--- src/rtl/if_stage.sv ---
// Instruction fetch stage: one outstanding imem request, a one-entry skid buffer
// for responses that arrive while decode stalls, and squashing of in-flight fetches on redirect.
module if_stage #(
    parameter logic [31:0] RESET_PC = 32'h0000_0000,
    parameter logic [31:0] NOP_INST = 32'h0000_0013
) (
    input  logic        clk,
    input  logic        rst,
    input  logic        ID_stall,
    input  logic        EX_take_branch,
    input  logic [31:0] EX_target_pc,
    output logic        proc2Imem_req,
    output logic [31:0] proc2Imem_addr,
    input  logic        Imem2proc_vld,
    input  logic [31:0] Imem2proc_data,
    output logic [31:0] IF_ID_pc,
    output logic [31:0] IF_ID_inst,
    output logic        IF_ID_vld
);

    typedef enum logic [1:0] {FETCH, HOLD, SQUASH} state_e;

    state_e      state_q;
    logic [31:0] pc_q, req_addr_q;
    logic [31:0] buf_pc_q, buf_inst_q;
    logic [31:0] ifid_pc_q, ifid_inst_q;
    logic        ifid_vld_q;

    logic [31:0] tgt_aligned;
    logic [31:0] seq_pc;
    logic        unused_tgt_lsbs;

    assign tgt_aligned     = {EX_target_pc[31:2], 2'b00};
    assign seq_pc          = req_addr_q + 32'd4;
    assign unused_tgt_lsbs = ^EX_target_pc[1:0];

    // HOLD is the only state without a request in flight.
    assign proc2Imem_req  = !rst && (state_q != HOLD);
    assign proc2Imem_addr = req_addr_q;
    assign IF_ID_pc       = ifid_pc_q;
    assign IF_ID_inst     = ifid_inst_q;
    assign IF_ID_vld      = ifid_vld_q;

    always_ff @(posedge clk or posedge rst) begin
        if (rst) begin
            state_q     <= FETCH;
            pc_q        <= RESET_PC;
            req_addr_q  <= RESET_PC;
            buf_pc_q    <= 32'd0;
            buf_inst_q  <= NOP_INST;
            ifid_pc_q   <= 32'd0;
            ifid_inst_q <= NOP_INST;
            ifid_vld_q  <= 1'b0;
        end else if (EX_take_branch) begin
            ifid_vld_q  <= 1'b0;
            ifid_inst_q <= NOP_INST;
            pc_q        <= tgt_aligned;
            // A request still in flight must be drained before the target can be fetched.
            if (state_q != HOLD && !Imem2proc_vld) begin
                state_q <= SQUASH;
            end else begin
                state_q    <= FETCH;
                req_addr_q <= tgt_aligned;
            end
        end else begin
            case (state_q)
                FETCH: begin
                    if (Imem2proc_vld) begin
                        pc_q       <= seq_pc;
                        req_addr_q <= seq_pc;
                        if (ID_stall) begin
                            buf_pc_q   <= req_addr_q;
                            buf_inst_q <= Imem2proc_data;
                            state_q    <= HOLD;
                        end else begin
                            ifid_pc_q   <= req_addr_q;
                            ifid_inst_q <= Imem2proc_data;
                            ifid_vld_q  <= 1'b1;
                        end
                    end else if (!ID_stall) begin
                        ifid_vld_q <= 1'b0;
                    end
                end
                HOLD: begin
                    if (!ID_stall) begin
                        ifid_pc_q   <= buf_pc_q;
                        ifid_inst_q <= buf_inst_q;
                        ifid_vld_q  <= 1'b1;
                        state_q     <= FETCH;
                    end
                end
                SQUASH: begin
                    if (Imem2proc_vld) begin
                        req_addr_q <= pc_q;
                        state_q    <= FETCH;
                    end
                end
                default: state_q <= FETCH;
            endcase
        end
    end

endmodule
--- config.mk ---
export PLATFORM = sky130hd
export DESIGN_NAME = if_stage
export DESIGN_NICKNAME = d
export VERILOG_FILES = /design/src/rtl/if_stage.sv
export SDC_FILE = /design/constraint.sdc
export NUM_CORES = 1
export LEC_CHECK = 0
export ABC_AREA = 1
export BUFFER_PORTS_ARGS = -buffer_cell sky130_fd_sc_hd__buf_2
export CORE_UTILIZATION = 50
export DETAILED_ROUTE_END_ITERATION = 8
export PLACE_DENSITY = 0.76
export RECOVER_POWER = 25
export SYNTH_ARGS = -nofsm -noshare
export SYNTH_HDL_FRONTEND = slang
export SYNTH_SLANG_ARGS = --single-unit
--- constraint.sdc ---
create_clock -name clk -period 11.2 [get_ports clk]
set_clock_uncertainty 0.1 [all_clocks]
set_input_delay 0.56 -clock clk [delete_from_list [all_inputs] [get_ports clk]]
set_output_delay 0.56 -clock clk [all_outputs]
set_load 0.03 [all_outputs]
# Word level (Yosys, flattened, before mapping)
# Index checks and enable logic that the tools add are counted.
# op_classes
add_sub_neg	1
n_mul	0
div_mod_pow	0
magnitude_cmp	0
n_eq_ne	13
shifts	0
muxes	28
n_bitwise	1
n_reduce_logical	17
# ops
cell	n
$mux W32	13
$pmux W32 S2	3
$add A32 B3 Y32 const B	1
$reduce_and A4 Y1	4
$ne A3 B3 Y1 const B	5
$mux W2	6
$ne A2 B2 Y1 const B	4
$pmux W2 S3	1
$reduce_bool A2 Y1	3
$reduce_bool A3 Y1	2
$reduce_and A5 Y1	1
$mux W1	4
$ne A4 B4 Y1 const B	1
$reduce_and A2 Y1	2
$eq A2 B1 Y1 const B	1
$eq A2 B2 Y1 const B	1
$logic_and A1 B1 Y1	2
$logic_not A1 Y1	2
$logic_not A2 Y1	1
$ne A2 B1 Y1 const B	1
$pmux W1 S2	1
$not A1 Y1	1
# word_totals
ff_bits	195
latchBits	0
mem_bits_rw	0
romBits	0
inputBits	69
out_inout_bits	98
wordCells	68
mem_count	0

# Depth between registers and ports, before layout
# depth
word_depth	4
mapped_depth	10
depth_no_buf	10

# Least setup slack after synthesis
# OpenSTA, ideal clock, no wires.
# synth_timing
path_kind	reg-to-output
start	reg state_q[0]
end	out proc2Imem_req
arrival_ns	1.293
slack_ns	9.247
path_stages_with_launch	6
path_buffers	2
cell_sequence	dfrtp_1 > inv_2 > nor2_2 > buf_4 > clkbuf_1 > nor2_1
# synth_between
elab_chain_cells	2
# synth_lines
element	line_no	rtl
start: declaration	23	state_e state_q;
start signal: assignment	46	state_q <= FETCH;
start signal: assignment	60	state_q <= SQUASH;
start signal: assignment	62	state_q <= FETCH;
$ne A2 B1 Y1	38	assign proc2Imem_req = !rst && (state_q != HOLD);
$logic_and A1 B1 Y1	38	
end: declaration	12	output logic proc2Imem_req,
# No other way between the ends.

==> flow_summary.json <==
{
  "yosysSeqAreaShare": 0.489,
  "post-route-period-util": 0.416,
  "irDropWorstVdd_v": 0.000104,
  "fmax_mhz": 215,
  "setup_viol": 0,
  "whs_ns": 0.277,
  "yosys-top-cells-area": "dfrtp_1, nand2_1, o21ai_0",
  "ys_warn_count": 0,
  "clk_latency_ns": 0.44,
  "cp_slowest_cell": "clkinvlp_2",
  "crit_required_ns": 11.57,
  "io_pins": 167,
  "hold_path_class": "in -> reg",
  "fp.dieW_um": 143,
  "root_buffer": "clkbuf_16",
  "crit_start": "rst",
  "synth_top_area_frac": 0.473,
  "num_vias": 8857,
  "maxSlewHeadroom": -2.94,
  "synth_seq_cells": 195,
  "synth.avg_cell_area_um2": 7.89,
  "drt_pass1_iterations": 5,
  "layout.nets": 1458,
  "grt_overflow": 0,
  "cts_hold_buf": 0,
  "violations": "capacitance limit, slew limit",
  "hpwl_um": 16900,
  "drt_iter0_drc": 599,
  "r2r_start": "state_q[0]",
  "cp.arrival_ns": 5.03,
  "coreArea_um2": 19500,
  "clock_path_buffers": 2,
  "grt_usage": 0.260,
  "grt_pass1_wl_um": 41300,
  "cts.sinks": 195,
  "cts_buffers": 17,
  "syn_to_final_growth_pct": 15.1,
  "status": "finished with violations",
  "rr_worst_depth": 8,
  "cellLeakagePower_uw": 0.00576,
  "rows": 51,
  "tightest_slew_ns": 5.88,
  "fp.dieArea_um2": 20600,
  "viasPerCell": 5.32,
  "synth_area_leader_cell": "dfrtp_1",
  "gp_congestion": 0.865,
  "grt_pass1_vias": 8224,
  "reg2reg_slack_ns": 8.59,
  "antenna_found_initial": 1,
  "finalMaxSlewViolations": 135,
  "ant_nets": 0,
  "finalCriticalPeriod_ns": 4.66,
  "cts_tree": "built",
  "start_util": 0.512,
  "rsz0062_at_grt": "no",
  "end_kind": "async pin",
  "wl_um": 25800,
  "cap_violations": 1,
  "portBuffers": 164,
  "die_y_um": 143,
  "finalHoldViolCount": 0,
  "path_max_fanout": 134,
  "grt_max_degree": 135,
  "crit_type": "in -> async",
  "syn_inst": 1266,
  "cts_resized": 0,
  "syn_nets": 1336,
  "slowest_delay_ns": 3.26,
  "wl_per_cell_um": 15.5,
  "path_clk_slew_ns": 0.07,
  "finalSetupTns_ns": 0,
  "drc": 0,
  "worst_r2r_endpoint": "IF_ID_inst[15]",
  "p_per_area_nw_per_um2": 191,
  "yosysUniqueCellTypes": 39,
  "cts_max_level": 4,
  "n_fill_cell": 1771,
  "post_cts.repair.setup_buffers": 0,
  "startpoint_type": "input port",
  "endpoint": "state_q[0]",
  "crit_chain": "clkbuf_1 -> clkinvlp_2 -> buf_4",
  "drive_gt1_frac": 0.222,
  "syn_area_um2": 9990
}
==> worst max-delay path, delay by kind of cell <==
kind,cells,cell delay [ns]
buf+inv,3,4.37
==> per-stage QoR <==
step	worst slack (ns)	cells	utilization	instance area, um2	total power (uW)
3_3_place_gp	7.87	1634	0.558	10900	1560
6_report	6.54	1666	0.589	11500	2200
3_5_place_dp	7.88	1634	0.558	10900	1580
2_1_floorplan	5.24	1266	-	9990	1390
4_1_cts	8.32	1665	0.589	11500	2210
5_1_grt	5.56	1666	0.589	11500	2320
==> metal layers <==
| metal | global-route usage | share of wire | vias to the layer above |
|---|---|---|---|
| met5 | 0 | 0 | - |
| met4 | 0.110 | 0.027 | 0 |
| met3 | 0.0513 | 0.061 | 49 |
| met2 | 0.411 | 0.46 | 296 |
| met1 | 0.350 | 0.45 | 4176 |
| li1 | - | - | 4336 |
==> synth_stat cells <==
library cell / number
o21ai_1: 39
clkbuf_1: 25
nand2_1: 328
nor2_2: 8
nand2_8: 1
nor3_2: 1
nand4_1: 2
dfstp_2: 6
a22oi_1: 3
inv_2: 11
nand2_2: 10
inv_1: 104
or2_2: 8
nand2_4: 5
and2_1: 1
nand3_2: 17
a31oi_1: 39
nor2_8: 2
buf_4: 6
o21ai_0: 121
o211ai_1: 2
xor2_1: 7
buf_2: 37
o21ai_2: 3
mux2_2: 7
o22ai_1: 1
a41oi_1: 3
nor2_4: 10
a21oi_2: 14
buf_1: 4
clkinv_1: 1
ha_1: 1
a21oi_1: 72
o21bai_1: 1
a21oi_4: 1
o31ai_1: 2
nand3_1: 31
nor2_1: 143
dfrtp_1: 189
==> power by group <==
| part | internal (uW) | switching [uW] | leakage [uW] |
|---|---|---|---|
| clock | 354 | 274 | 0.000296 |
| sequential | 854 | 118 | 0.00234 |
| combinational | 185 | 413 | 0.00312 |
| total | 1390 | 805 | 0.00576 |
==> how the worst min path moves through the flow <==
stage                                  from        endpoint  slack (ns)  depth (start not counted)
final                     Imem2proc_data[4]   buf_inst_q[4]        0.28                          2
after detailed placement     IF_ID_inst[27]  IF_ID_inst[27]        0.37                          2
after CTS                 Imem2proc_data[4]   buf_inst_q[4]        0.26                          2
after global routing      Imem2proc_data[4]   buf_inst_q[4]        0.27                          2
after floorplan                     pc_q[5]         pc_q[5]        0.35                          2
after global placement       IF_ID_inst[18]  IF_ID_inst[18]        0.36                          2
==> sequential cells by signal (all words and copies together) (netlist names) <==
| register | count |
|---|---|
| buf_inst_q | 32 |
| buf_pc_q | 32 |
| IF_ID_pc | 32 |
| IF_ID_vld | 1 |
| pc_q | 32 |
| state_q | 2 |
| IF_ID_inst | 32 |
| proc2Imem_addr | 32 |
==> cell type report <==
type | instances | area [um2] | area share
Sequential cell | 195 | 4890 | 0.425
Multi-Input combinational cell | 883 | 4340 | 0.377
Timing Repair Buffer | 175 | 902 | 0.0785
Clock buffer | 21 | 480 | 0.0418
Inverter | 116 | 437 | 0.0380
Tap cell | 265 | 332 | 0.0288
Clock inverter | 10 | 121 | 0.0106
Antenna cell | 1 | 2.50 | 0.000218
==> cells in the final DEF, fill, tap and decap left out, types with 17 or more instances in the layout <==
cell and instances:
o21ai_0 121, clkbuf_16 17, o21ai_1 39, buf_2 163
nand3_1 31, a21oi_1 72, dfrtp_1 189, a31oi_1 39
nand3_2 17, nor2_1 143, nand2_1 327, inv_1 103
==> logic make-up (layout without fill, tap and decap cells) <==
family / count (synthesis) / in the layout / synth area share
AND/OR/NAND/NOR: 567 / 567 / 0.252
AO/OA/AOI/OAI: 301 / 301 / 0.166
flip-flops: 195 / 195 / 0.489
buffers and inverters: 188 / 322 / 0.0775
XOR/XNOR: 7 / 7 / 0.00614
multiplexers: 7 / 7 / 0.00789
adder cells (fa/ha/maj): 1 / 1 / 0.00125
other: 0 / 1 / 0
Power figures use the tool's default switching activity.
